<file path="src/rtl/sram_req_arbiter.sv">
// Shares one SRAM-like port between the instruction and data channels.
// Issue-order ID FIFO steers in-order responses back to the channel that issued them.
//
// state | meaning
// IDLE  | free to pick a winner each cycle; selection is combinational
// LOCK  | address phase stalled by memory; selection frozen to lock_id
module sram_req_arbiter #(
    parameter int OUTST_DEPTH = 4,
    parameter int DATA_STREAK = 4
) (
    input  logic                         clk,
    input  logic                         resetn,

    input  logic                         inst_req,
    input  logic                         inst_wr,
    input  logic [1:0]                   inst_size,
    input  logic [3:0]                   inst_wstrb,
    input  logic [31:0]                  inst_addr,
    input  logic [31:0]                  inst_wdata,
    output logic                         inst_addr_ok,
    output logic                         inst_data_ok,
    output logic [31:0]                  inst_rdata,

    input  logic                         data_req,
    input  logic                         data_wr,
    input  logic [1:0]                   data_size,
    input  logic [3:0]                   data_wstrb,
    input  logic [31:0]                  data_addr,
    input  logic [31:0]                  data_wdata,
    output logic                         data_addr_ok,
    output logic                         data_data_ok,
    output logic [31:0]                  data_rdata,

    output logic                         mem_req,
    output logic                         mem_wr,
    output logic [1:0]                   mem_size,
    output logic [3:0]                   mem_wstrb,
    output logic [31:0]                  mem_addr,
    output logic [31:0]                  mem_wdata,
    input  logic                         mem_addr_ok,
    input  logic                         mem_data_ok,
    input  logic [31:0]                  mem_rdata,

    output logic [$clog2(OUTST_DEPTH):0] outst_cnt,
    output logic                         resp_err
);

    localparam int AW = $clog2(OUTST_DEPTH);
    localparam int SW = $clog2(DATA_STREAK + 1);
    localparam logic [AW:0]   FULL_CNT   = (AW + 1)'(OUTST_DEPTH);
    localparam logic [SW-1:0] STREAK_MAX = SW'(DATA_STREAK);
    localparam logic ID_INST = 1'b0;
    localparam logic ID_DATA = 1'b1;

    typedef enum logic {IDLE, LOCK} state_t;

    state_t        state;
    logic          lock_id;
    logic [SW-1:0] streak;
    logic          id_mem [OUTST_DEPTH];
    logic [AW-1:0] wr_ptr;
    logic [AW-1:0] rd_ptr;
    logic [AW:0]   cnt;

    logic sel;
    logic contend;
    logic full;
    logic empty;
    logic accept;
    logic pop;
    logic head;

    assign contend = inst_req & data_req;
    assign full    = (cnt == FULL_CNT);
    assign empty   = (cnt == '0);

    // Request is gated by resetn so the shared port is quiet while reset is held.
    always_comb begin
        sel     = ID_INST;
        mem_req = 1'b0;
        if (state == LOCK) begin
            sel     = lock_id;
            mem_req = 1'b1;
        end else if (!full && (inst_req || data_req)) begin
            mem_req = 1'b1;
            if (contend)
                sel = (streak == STREAK_MAX) ? ID_INST : ID_DATA;
            else
                sel = data_req ? ID_DATA : ID_INST;
        end
        mem_req = mem_req & resetn;
    end

    always_comb begin
        mem_wr    = 1'b0;
        mem_size  = '0;
        mem_wstrb = '0;
        mem_addr  = '0;
        mem_wdata = '0;
        if (mem_req) begin
            if (sel == ID_DATA) begin
                mem_wr    = data_wr;
                mem_size  = data_size;
                mem_wstrb = data_wstrb;
                mem_addr  = data_addr;
                mem_wdata = data_wdata;
            end else begin
                mem_wr    = inst_wr;
                mem_size  = inst_size;
                mem_wstrb = inst_wstrb;
                mem_addr  = inst_addr;
                mem_wdata = inst_wdata;
            end
        end
    end

    assign accept       = mem_req & mem_addr_ok;
    assign inst_addr_ok = accept & (sel == ID_INST);
    assign data_addr_ok = accept & (sel == ID_DATA);

    assign head         = id_mem[rd_ptr];
    assign pop          = mem_data_ok & ~empty;
    assign inst_data_ok = pop & (head == ID_INST);
    assign data_data_ok = pop & (head == ID_DATA);
    assign inst_rdata   = inst_data_ok ? mem_rdata : '0;
    assign data_rdata   = data_data_ok ? mem_rdata : '0;
    assign outst_cnt    = cnt;

    always_ff @(posedge clk) begin
        if (accept)
            id_mem[wr_ptr] <= sel;
    end

    always_ff @(posedge clk or negedge resetn) begin
        if (!resetn) begin
            state    <= IDLE;
            lock_id  <= ID_INST;
            streak   <= '0;
            wr_ptr   <= '0;
            rd_ptr   <= '0;
            cnt      <= '0;
            resp_err <= 1'b0;
        end else begin
            case (state)
                IDLE: begin
                    if (mem_req && !mem_addr_ok) begin
                        state   <= LOCK;
                        lock_id <= sel;
                    end
                end
                LOCK: begin
                    if (mem_addr_ok)
                        state <= IDLE;
                end
                default: state <= IDLE;
            endcase

            // Only contended data grants build the streak; any inst grant clears it.
            if (accept) begin
                if (sel == ID_INST)
                    streak <= '0;
                else if (contend && streak != STREAK_MAX)
                    streak <= streak + 1'b1;
            end

            if (accept)
                wr_ptr <= wr_ptr + 1'b1;
            if (pop)
                rd_ptr <= rd_ptr + 1'b1;

            case ({accept, pop})
                2'b10:   cnt <= cnt + 1'b1;
                2'b01:   cnt <= cnt - 1'b1;
                default: cnt <= cnt;
            endcase

            if (mem_data_ok && empty)
                resp_err <= 1'b1;
        end
    end

endmodule

</file>
<file path="config.mk">
export PLATFORM = sky130hd
export DESIGN_NAME = sram_req_arbiter
export DESIGN_NICKNAME = d
export VERILOG_FILES = /design/src/rtl/sram_req_arbiter.sv
export SDC_FILE = /design/constraint.sdc
export NUM_CORES = 1
export LEC_CHECK = 0
export CAP_MARGIN = 20
export CORE_AREA = 2 2 125 127
export CTS_BUF_LIST = sky130_fd_sc_hd__clkbuf_16
export CTS_CLUSTER_SIZE = 8
export DETAILED_ROUTE_END_ITERATION = 16
export DIE_AREA = 0 0 127 129
export HOLD_SLACK_MARGIN = 0.1
export PLACE_DENSITY = 0.59
export SLEW_MARGIN = 5
export SYNTH_ARGS = -nofsm -noshare
export SYNTH_HDL_FRONTEND = slang
export SYNTH_SLANG_ARGS = --single-unit
</file>
<file path="constraint.sdc">
create_clock -name clk -period 2.9 [get_ports clk]
set_input_delay 0.58 -clock clk [delete_from_list [all_inputs] [get_ports clk]]
set_output_delay 0.58 -clock clk [all_outputs]
set_load 0.1 [all_outputs]
</file>
==> results of run 1 <==
## metrics by stage
stage          cell area [µm²]  util (%)  hold WS, ns
2_1_floorplan             3120         -        0.284
3_3_place_gp              8120      54.2        0.462
3_5_place_dp              8120      54.2        0.470
4_1_cts                   8340      55.7        0.483
5_1_grt                   9170      61.2        0.487
6_report                  9170      61.2        0.476
## cells in the final DEF, fill, tap and decap left out, types with 2 or more instances in the layout
master / n
a21o_1: 2
a22o_1: 2
and2_1: 24
and2_2: 9
and3_1: 38
buf_12: 154
buf_16: 3
buf_4: 24
buf_6: 2
buf_8: 2
clkbuf_16: 8
clkdlybuf4s50_1: 177
dfrtp_1: 10
dfrtp_2: 2
dlymetal6s2s_1: 2
edfxtp_1: 4
ha_1: 7
inv_1: 10
mux2i_2: 29
mux2i_4: 41
nand2_1: 4
nand3_1: 2
nor2_1: 4
nor2_4: 73
xnor2_1: 4
xor2_1: 2
## sequential cells by signal (all words and copies together) (netlist names)
| signal | flops |
|---|---|
| id_mem | 4 |
| outst_cnt | 3 |
| streak | 3 |
| rd_ptr | 2 |
| wr_ptr | 2 |
| lock_id | 1 |
| resp_err | 1 |
| state | 1 |
## metal layers
layer / up-vias / share of wire (%) / global-route usage [%]
met1: 1723 / 33 / 16.3
met4: 0 / 3.0 / 5.37
met5: - / 0 / 0
li1: 1784 / - / -
met2: 224 / 55 / 30.3
met3: 27 / 8.2 / 3.62
## report_power, final
group | switching (µW) | total [µW] | internal (µW)
clock | 93.5 | 278 | 185
sequential | 94.8 | 443 | 349
combinational | 4860 | 8110 | 3260
## final timing paths
| path | start | slack (ns) | to | cells after the start |
|---|---|---|---|---|
| setup / recovery | outst_cnt[0] | -0.07 | mem_addr[15] | 8 |
| hold / removal | resp_err | 0.48 | resp_err | 1 |
| setup reg to reg | outst_cnt[0] | 0.37 | outst_cnt[2] | 11 |
| hold reg to reg | resp_err | 0.48 | resp_err | 1 |
| max in group asynchronous | resetn | 2.03 | outst_cnt[2] | 2 |
| min in group asynchronous | resetn | 0.68 | outst_cnt[2] | 2 |
## cell families (layout without fill, tap and decap cells)
family	after synthesis	after routing
and+or+nand+nor	160	160
muxes	73	73
buffers and inverters	37	384
DFF	17	17
AOI/OAI and AO/OA	15	15
adders and majority gates	8	8
xor gates and xnor gates	6	6
## critical path, stage by stage (launching register included)
cell       delay, ns
dfrtp_2         0.42
or3b_4          0.43
a32oi_4         0.30
buf_12          0.15
buf_4           0.14
clkbuf_16       0.18
mux2i_2         0.28
nor2_4          0.06
buf_12          0.17
## final cells by class
cell class / instances / area [µm²]
timing repair buffer: 369 / 5320
tap: 188 / 235
clock inverter: 1 / 5.00
inverter: 11 / 41.3
clock buffer: 3 / 75.1
sequential: 17 / 452
fill: 1120 / 5800
multi-input combinational: 262 / 3040
## what timing repair did
action,4_1_cts,5_1_grt
hold buffers,0,0
gates resized for setup,30,97
buffers inserted,1,11
pin swaps,1,2
endpoints found under the setup margin,72,72
gates cloned,0,7
==> flow_metrics.env, run 1 <==
export IMPL_total_leakage_power_uw=0.00359
export IMPL_finalMaxSlewViolations=0
export IMPL_grt_pass1_wl_um=20200
export IMPL_htreeDepth=1
export IMPL_power_density_mw_per_mm2=963
export IMPL_failed_checks="negative setup slack"
export IMPL_worst_path_fanout_max=6
export IMPL_clock_fmax_mhz=337
export IMPL_postSynth_topFlopCell="dfrtp_1"
export IMPL_insertedDiodeCount=0
export IMPL_full_die_area_mm2=0.0164
export IMPL_ctsLongestPathBuffers=2
export IMPL_drv_max_cap_violation_count=0
export IMPL_core_region_area_mm2=0.0150
export IMPL_yosys_area_share_adder_pct=4.21
export IMPL_critical_path_endpoint_type="output pin"
export IMPL_holdCritPathClass="reg -> reg"
export IMPL_crit_arrival_ns=2.39
export IMPL_routed_wirelength_um=15200
export IMPL_yosys_area_top_type="mux2i_1"
export IMPL_dieHeight_um=129
export IMPL_finalNetCount=852
export IMPL_postSynthNetCount=504
export IMPL_multiplexer_fraction_of_the_synthesized_cell_area_pct=29.1
export IMPL_post_route_min_period_ns=2.97
export IMPL_netlist_instances=316
export IMPL_synthDistinctLibCells=38
export IMPL_instances_no_fill=851
export IMPL_finalPower_uw=8840
export IMPL_synthesis_area_mm2=0.00256
export IMPL_synth_avg_cell_area_um2=8.09
export IMPL_clock_tree_root_cell="clkbuf_16"
export IMPL_final_setup_tns_ns=-1.62
export IMPL_drt_pre_antenna_iters=4
export IMPL_irDropWorstVdd_mv=0.543
export IMPL_timing_setup_critical_path_class="reg -> out"
export IMPL_pre_cts_slack_ns=-0.192
export IMPL_path_clk_slew_ns=0.05
export IMPL_synth_xor_area_share_pct=2.06
export IMPL_worstPathRequired_ns=2.32
export IMPL_floorplan_io_pins=324
export IMPL_ys_async_rst_share_pct=76.5
export IMPL_std_cell_rows=45
export IMPL_synth_top_family_by_area="simple AND/OR/NAND/NOR gates"
export IMPL_globalRoute_totalOverflow=0
export IMPL_timing_worst_slew_pin_value_ns=0.416
export IMPL_tritoncts_num_buffers=3
export IMPL_numPortBuffers=323
export IMPL_synth_commonest_cells="nor2_1, mux2i_1, and3_1"
export IMPL_timing_critical_path_from_type="flip-flop"
export IMPL_grt_start_max_net_pins=35
export IMPL_synth_top_cells_by_area="mux2i_1, dfrtp_1, nor2_1"
export IMPL_groute_usage_overall_pct=15.5
export IMPL_grt_antenna_before_repair=0
export IMPL_final_hold_violation_count=0
export IMPL_routed_wire_length_per_instance_um=17.9
export IMPL_chipWidth_um=127
export IMPL_final_layout_size_suffix_gt1_share_pct=54.0
export IMPL_synth_edff_count=4
export IMPL_dr_iter_0_viols=97
export IMPL_rsz0062_at_grt="true"
export IMPL_first_global_vias=3868
export IMPL_synth_ff_latch_count=17
export IMPL_drc=0
export IMPL_netlist_area_leader_share_pct=27.8
export IMPL_final_period_utilization_pct=102
export IMPL_numPlacedInstances=828
export IMPL_place_hpwl_um=12200
export IMPL_outcome="finished, violations left"
export IMPL_detail_route_vias_per_cell=4.42
export IMPL_vias=3758
export IMPL_clock_latency_on_the_worst_skew_pair_ns=0.25
export IMPL_timing_clock_skew_ns=0.00322
export IMPL_synth_compound_area_share_pct=5.48
export IMPL_final_worst_setup_slack_ns=-0.0701
export IMPL_post_synth_top_count_cell="nor2_1"
export IMPL_timing_slew_headroom_pct=72.2
export IMPL_synth_simple_gate_area_share_pct=31.2
export IMPL_area_delta_synth_final_pct=259
export IMPL_report_final_setup_viol=64
export IMPL_initial_utilization_pct=17.1
export IMPL_tritoncts="yes"
export IMPL_synth_yosys_warnings=0
export IMPL_drtAntennaViolNets=0
export IMPL_clkSinkCount=17
export IMPL_gp_routability_congestion=0.836
export IMPL_synth_seq_area_share_pct=17.4
Note: power is estimated with default switching activity, not from simulation.
==> run 2: changes to the inputs <==
--- a/config.mk
+++ b/config.mk
@@ -6,14 +6,14 @@
 export NUM_CORES = 1
 export LEC_CHECK = 0
 export CAP_MARGIN = 20
-export CORE_AREA = 2 2 125 127
+export CORE_AREA = 2 2 127 129
 export CTS_BUF_LIST = sky130_fd_sc_hd__clkbuf_16
 export CTS_CLUSTER_SIZE = 8
 export DETAILED_ROUTE_END_ITERATION = 16
-export DIE_AREA = 0 0 127 129
+export DIE_AREA = 0 0 129 131
 export HOLD_SLACK_MARGIN = 0.1
-export PLACE_DENSITY = 0.59
-export SLEW_MARGIN = 5
+export PLACE_DENSITY = 0.6
+export SLEW_MARGIN = 20
 export SYNTH_ARGS = -nofsm -noshare
 export SYNTH_HDL_FRONTEND = slang
 export SYNTH_SLANG_ARGS = --single-unit
==> constraint.sdc (replaced) <==
create_clock -name clk -period 2.5 [get_ports clk]
set_input_delay 0.5 -clock clk [delete_from_list [all_inputs] [get_ports clk]]
set_output_delay 0.5 -clock clk [all_outputs]
set_load 0.1 [all_outputs]
==> flow_metrics.env, run 2 (synthesis gave the netlist of run 1 again) <==
export IMPL_clock_latency_on_the_worst_skew_pair_ns=0.24
export IMPL_clkSinkCount=17
export IMPL_r2r_start="outst_cnt[1]"
export IMPL_timing_reg2reg_worst_path_depth=13
export IMPL_timing_setup_critical_path_class="reg -> out"
export IMPL_drv_max_cap_violation_count=0
export IMPL_m1WireLength_um=4880
export IMPL_critical_path_slowest_cell="dfrtp_4"
export IMPL_timing_clock_skew_ns=0.00183
export IMPL_hold_path_depth=1
export IMPL_holdCritPathClass="reg -> reg"
export IMPL_fillers=1210
export IMPL_grt_start_max_net_pins=35
export IMPL_detail_route_vias_per_cell=4.27
export IMPL_drc=0
export IMPL_path_clk_slew_ns=0.05
export IMPL_timing_slew_headroom_pct=70.2
export IMPL_timing_critical_path_slowest_cell_delay_ns=0.46
export IMPL_full_die_area_mm2=0.0169
export IMPL_maxUsedRoutingLayer="met4"
export IMPL_grt_pass1_wl_um=21900
export IMPL_timing_worst_slew_pin_value_ns=0.436
export IMPL_ctsLongestPathBuffers=2
export IMPL_finalMaxSlewViolations=0
export IMPL_dr_iter_0_viols=52
export IMPL_grt_antenna_before_repair=0
export IMPL_final_worst_setup_slack_ns=-0.300
export IMPL_tritoncts_num_buffers=3
export IMPL_clock_fmax_mhz=357
export IMPL_timing_critical_path_from_type="flip-flop"
export IMPL_r2r_slack_ns=-0.12
export IMPL_area_delta_synth_final_pct=271
export IMPL_timing_critical_path_from="outst_cnt[1]"
export IMPL_worst_path_fanout_max=14
export IMPL_routed_wirelength_um=15100
export IMPL_worst_r2r_endpoint="outst_cnt[2]"
export IMPL_dieHeight_um=131
export IMPL_htreeDepth=1
export IMPL_dpl_cell_area_mm2=0.00848
export IMPL_final_period_utilization_pct=112
export IMPL_fin_hold_ws_ns=0.462
export IMPL_core_region_area_mm2=0.0156
export IMPL_initial_utilization_pct=16.4
export IMPL_number_of_flip_flops_under_the_largest_register_name=4
export IMPL_holdCritStartpoint="resp_err"
export IMPL_gp_routability_congestion=0.752
export IMPL_rsz0062_at_grt="true"
export IMPL_insertedDiodeCount=0
export IMPL_crit_path_max_delay_family="buffers and inverters"
export IMPL_post_route_min_period_ns=2.80
export IMPL_power_density_mw_per_mm2=1090
export IMPL_critical_path_endpoint_type="output pin"
export IMPL_largest_register="id_mem"
export IMPL_numPortBuffers=323
export IMPL_finalPower_uw=10400
export IMPL_count_of_hold_fix_buffers_inserted_at_cts=0
export IMPL_worstPathBufferInverterCount=3
export IMPL_groute_usage_overall_pct=16.4
export IMPL_path_common_cell="buf_12"
export IMPL_routed_wire_length_per_instance_um=16.7
export IMPL_path_cells="or3b_4 -> a32oi_4 -> buf_12 -> buf_4 -> mux2i_2 -> nor2_4 -> buf_12"
export IMPL_first_global_vias=4084
export IMPL_final_layout_size_suffix_gt1_share_pct=63.0
export IMPL_final_design_area_no_fill_mm2=0.00949
export IMPL_utilization_pct=60.8
export IMPL_routed_wl_met2_um=8740
export IMPL_finalNetCount=873
export IMPL_tritoncts="yes"
export IMPL_clock_tree_root_cell="clkbuf_16"
export IMPL_outcome="finished, violations left"
export IMPL_std_cell_rows=46
export IMPL_met3_wirelength_um=1260
export IMPL_numPlacedInstances=881
export IMPL_instances_no_fill=900
export IMPL_drt_pre_antenna_iters=4
export IMPL_final_hold_violation_count=0
export IMPL_globalRoute_totalOverflow=0
export IMPL_chipWidth_um=129
export IMPL_worstPathRequired_ns=2.00
export IMPL_place_hpwl_um=12300
export IMPL_total_leakage_power_uw=0.00371
export IMPL_irDropWorstVdd_mv=0.621
export IMPL_report_final_setup_viol=75
export IMPL_floorplan_io_pins=324
export IMPL_hold_path_endpoint="resp_err"
export IMPL_mostFrequentLayoutCell="clkdlybuf4s50_1"
export IMPL_failed_checks="negative setup slack"
export IMPL_vias=3841
export IMPL_crit_arrival_ns=2.30
export IMPL_mostFrequentLayoutCells="clkdlybuf4s50_1, buf_12, nor2_4, mux2i_4, buf_4"
export IMPL_drtAntennaViolNets=0
-- run 2: cell count changes in the layout (fill, tap and decap cells not counted), sizes merged --
cell | previous run | this run
dlymetal6s2s | 2 | 0
buf | 185 | 208
dlygate4sd2 | 0 | 2
clkbuf | 8 | 6
-- run 2: power by group --
| part | internal [µW] | switching, µW | leakage, µW |
|---|---|---|---|
| clock | 214 | 98.6 | 0.0000409 |
| combinational | 3890 | 5680 | 0.00348 |
| sequential | 411 | 86.9 | 0.000189 |
| total | 4510 | 5870 | 0.00371 |
-- run 2: metrics by stage --
stage / setup slack (ns) / TNS (ns)
6_report: -0.300 / -17.73
5_1_grt: -0.365 / -22.84
4_1_cts: -0.282 / -17.76
3_5_place_dp: -0.338 / -20.93
3_3_place_gp: -0.326 / -20.39
2_1_floorplan: -0.226 / -15.36
-- run 2: final cells by class --
cell class / instances / area [µm²] / share of cell area, %
Timing Repair Buffer: 390 / 5440 / 57.4
Sequential cell: 17 / 457 / 4.81
Inverter: 11 / 46.3 / 0.488
Clock inverter: 1 / 5.00 / 0.0527
Clock buffer: 3 / 75.1 / 0.791
Tap cell: 216 / 270 / 2.85
Multi-Input combinational cell: 262 / 3190 / 33.6
-- run 2: worst max-delay path by stage --
stage,endpoint,depth (start not counted),slack [ns]
6_report,mem_wdata[3],7,-0.30
5_1_grt,mem_size[0],8,-0.36
4_1_cts,mem_wdata[7],7,-0.28
3_5_place_dp,mem_wdata[29],8,-0.34
3_3_place_gp,mem_wstrb[2],9,-0.33
2_1_floorplan,mem_addr[0],6,-0.23
-- run 2: what timing repair did --
action / 4_1_cts / 5_1_grt
resized for setup: 86 / 48
buffers inserted: 7 / 4
setup endpoints to repair: 103 / 105
pin swaps: 2 / 3
hold endpoints to repair: 0 / 0
gates cloned: 1 / 3
-- run 2: routing by layer --
layer  vias up  GRT usage, %
met2       217          32.8
met3        12          4.03
li1       1817             -
met4         0          3.45
met1      1795          17.2
met5         -             0
==> run 3: changes to the inputs <==
--- a/config.mk
+++ b/config.mk
@@ -12,7 +12,7 @@
 export DETAILED_ROUTE_END_ITERATION = 16
 export DIE_AREA = 0 0 129 131
 export HOLD_SLACK_MARGIN = 0.1
-export PLACE_DENSITY = 0.6
+export PLACE_DENSITY_LB_ADDON = 0.05
 export SLEW_MARGIN = 20
 export SYNTH_ARGS = -nofsm -noshare
 export SYNTH_HDL_FRONTEND = slang
==> flow_metrics.env, run 3 (synthesis gave the netlist of run 1 again) <==
export IMPL_outcome="finished, violations left"
export IMPL_failed_checks="negative setup slack"
export IMPL_final_period_utilization_pct=112
export IMPL_insertedDiodeCount=0
export IMPL_path_clk_slew_ns=0.05
export IMPL_final_setup_tns_ns=-19.15
export IMPL_dr_iter_0_viols=106
export IMPL_mostFrequentLayoutCells="clkdlybuf4s50_1, buf_12, nor2_4, mux2i_4, buf_4"
export IMPL_final_worst_setup_slack_ns=-0.305
export IMPL_dieHeight_um=131
export IMPL_irDropWorstVdd_mv=0.539
export IMPL_gp_routability_congestion=0.771
export IMPL_fillers=1251
export IMPL_finalMaxSlewViolations=0
export IMPL_routed_wire_length_per_instance_um=16.7
export IMPL_first_global_vias=3834
export IMPL_rsz0062_at_grt="true"
export IMPL_r2r_start="outst_cnt[1]"
export IMPL_chipWidth_um=129
export IMPL_fin_hold_ws_ns=0.456
export IMPL_clock_fmax_mhz=357
export IMPL_groute_usage_overall_pct=15.8
export IMPL_clkSinkCount=17
export IMPL_worst_path_fanout_max=16
export IMPL_drv_max_cap_violation_count=0
export IMPL_final_design_area_no_fill_mm2=0.00928
export IMPL_holdCritStartpoint="resp_err"
export IMPL_timing_clock_skew_ns=0.00222
export IMPL_detail_route_vias_per_cell=4.19
export IMPL_tritoncts_num_buffers=3
export IMPL_numPortBuffers=323
export IMPL_initial_utilization_pct=16.4
export IMPL_hold_path_depth=1
export IMPL_floorplan_io_pins=324
export IMPL_routed_wirelength_um=14800
export IMPL_full_die_area_mm2=0.0169
export IMPL_largest_register="id_mem"
export IMPL_clock_tree_root_cell="clkbuf_16"
export IMPL_finalNetCount=857
export IMPL_area_delta_synth_final_pct=263
export IMPL_grt_start_max_net_pins=34
export IMPL_drt_pre_antenna_iters=4
export IMPL_count_of_hold_fix_buffers_inserted_at_cts=0
export IMPL_tritoncts="yes"
export IMPL_grt_pass1_wl_um=21100
export IMPL_number_of_flip_flops_under_the_largest_register_name=4
export IMPL_mostFrequentLayoutCell="clkdlybuf4s50_1"
export IMPL_globalRoute_totalOverflow=0
export IMPL_total_leakage_power_uw=0.00361
export IMPL_hold_path_endpoint="resp_err"
export IMPL_drc=0
export IMPL_report_final_setup_viol=75
export IMPL_post_route_min_period_ns=2.80
export IMPL_worstPathRequired_ns=2.00
export IMPL_place_hpwl_um=12500
export IMPL_vias=3705
export IMPL_r2r_slack_ns=-0.09
export IMPL_pre_cts_slack_ns=-0.349
export IMPL_dpl_cell_area_mm2=0.00836
export IMPL_timing_critical_path_from_type="flip-flop"
export IMPL_timing_setup_critical_path_class="reg -> out"
export IMPL_final_hold_violation_count=0
export IMPL_final_layout_size_suffix_gt1_share_pct=61.5
export IMPL_drtAntennaViolNets=0
export IMPL_ctsLongestPathBuffers=2
export IMPL_worst_r2r_endpoint="outst_cnt[2]"
export IMPL_timing_reg2reg_worst_path_depth=13
export IMPL_clock_latency_on_the_worst_skew_pair_ns=0.25
export IMPL_std_cell_rows=46
export IMPL_crit_arrival_ns=2.30
export IMPL_timing_worst_slew_pin_value_ns=0.350
export IMPL_core_region_area_mm2=0.0156
export IMPL_holdCritPathClass="reg -> reg"
export IMPL_critical_path_endpoint_type="output pin"
export IMPL_timing_slew_headroom_pct=76.0
export IMPL_power_density_mw_per_mm2=1100
export IMPL_grt_antenna_before_repair=0
export IMPL_htreeDepth=1
==> run 3: changes by cell type in the layout (fill, tap and decap cells not counted), moves of 3 or more <==
cell / change
and2_4: +21
mux2i_1: +5
buf_12: -3
and2_2: -20
mux2i_2: -7
buf_4: -8
==> run 3: timing repair <==
action                                 4_1_cts  5_1_grt
cloned                                       0        2
setup buffers                                3        8
endpoints found under the hold margin        0        0
pin swaps                                    1       21
setup endpoints to repair                  106      139
gates resized for setup                     75       68
==> run 3: cell type report <==
type	count	area, µm²	share of cell area [%]
timing repair buffer	374	5200	56.1
multi-input combinational	262	3220	34.7
sequential	17	457	4.92
tap	216	270	2.91
clock buffer	3	75.1	0.809
inverter	11	50.0	0.539
clock inverter	1	5.00	0.0539
==> run 3: per-layer routing <==
layer  global-route usage (%)  share of wire, %
met5                        0                 0
met4                     2.43              0.83
met3                     4.97                10
met2                     31.1                57
met1                     16.9                33
==> run 3: worst max-delay path, stage by stage (launching register included) <==
cell and delay [ns]:
dfrtp_4 0.46, or3b_4 0.43, a32oi_4 0.22, buf_12 0.19, buf_12 0.19, mux2i_1 0.31
nor2_4 0.06, buf_12 0.17
==> run 3: worst max-delay path by stage <==
| stage | end | slack [ns] | start | depth (start not counted) |
|---|---|---|---|---|
| 2_1_floorplan | mem_addr[0] | -0.23 | outst_cnt[1] | 6 |
| 3_3_place_gp | mem_wr | -0.34 | inst_req | 8 |
| 3_5_place_dp | mem_wr | -0.35 | data_req | 8 |
| 4_1_cts | mem_wdata[0] | -0.31 | outst_cnt[1] | 7 |
| 5_1_grt | mem_addr[28] | -0.35 | outst_cnt[1] | 7 |
| 6_report | mem_addr[29] | -0.30 | outst_cnt[1] | 7 |
==> run 3: stage by stage <==
stage	util, %	power (µW)	cells
after floorplan	-	6130	316
after global placement	53.6	9060	867
after detailed placement	53.6	9110	867
after CTS	56.6	9820	874
after global routing	59.5	10600	884
final	59.5	10200	884
==> run 3: power breakdown <==
group / internal (µW) / switching [µW]
logic: 3760 / 5640
clock network: 214 / 108
registers: 411 / 75.5
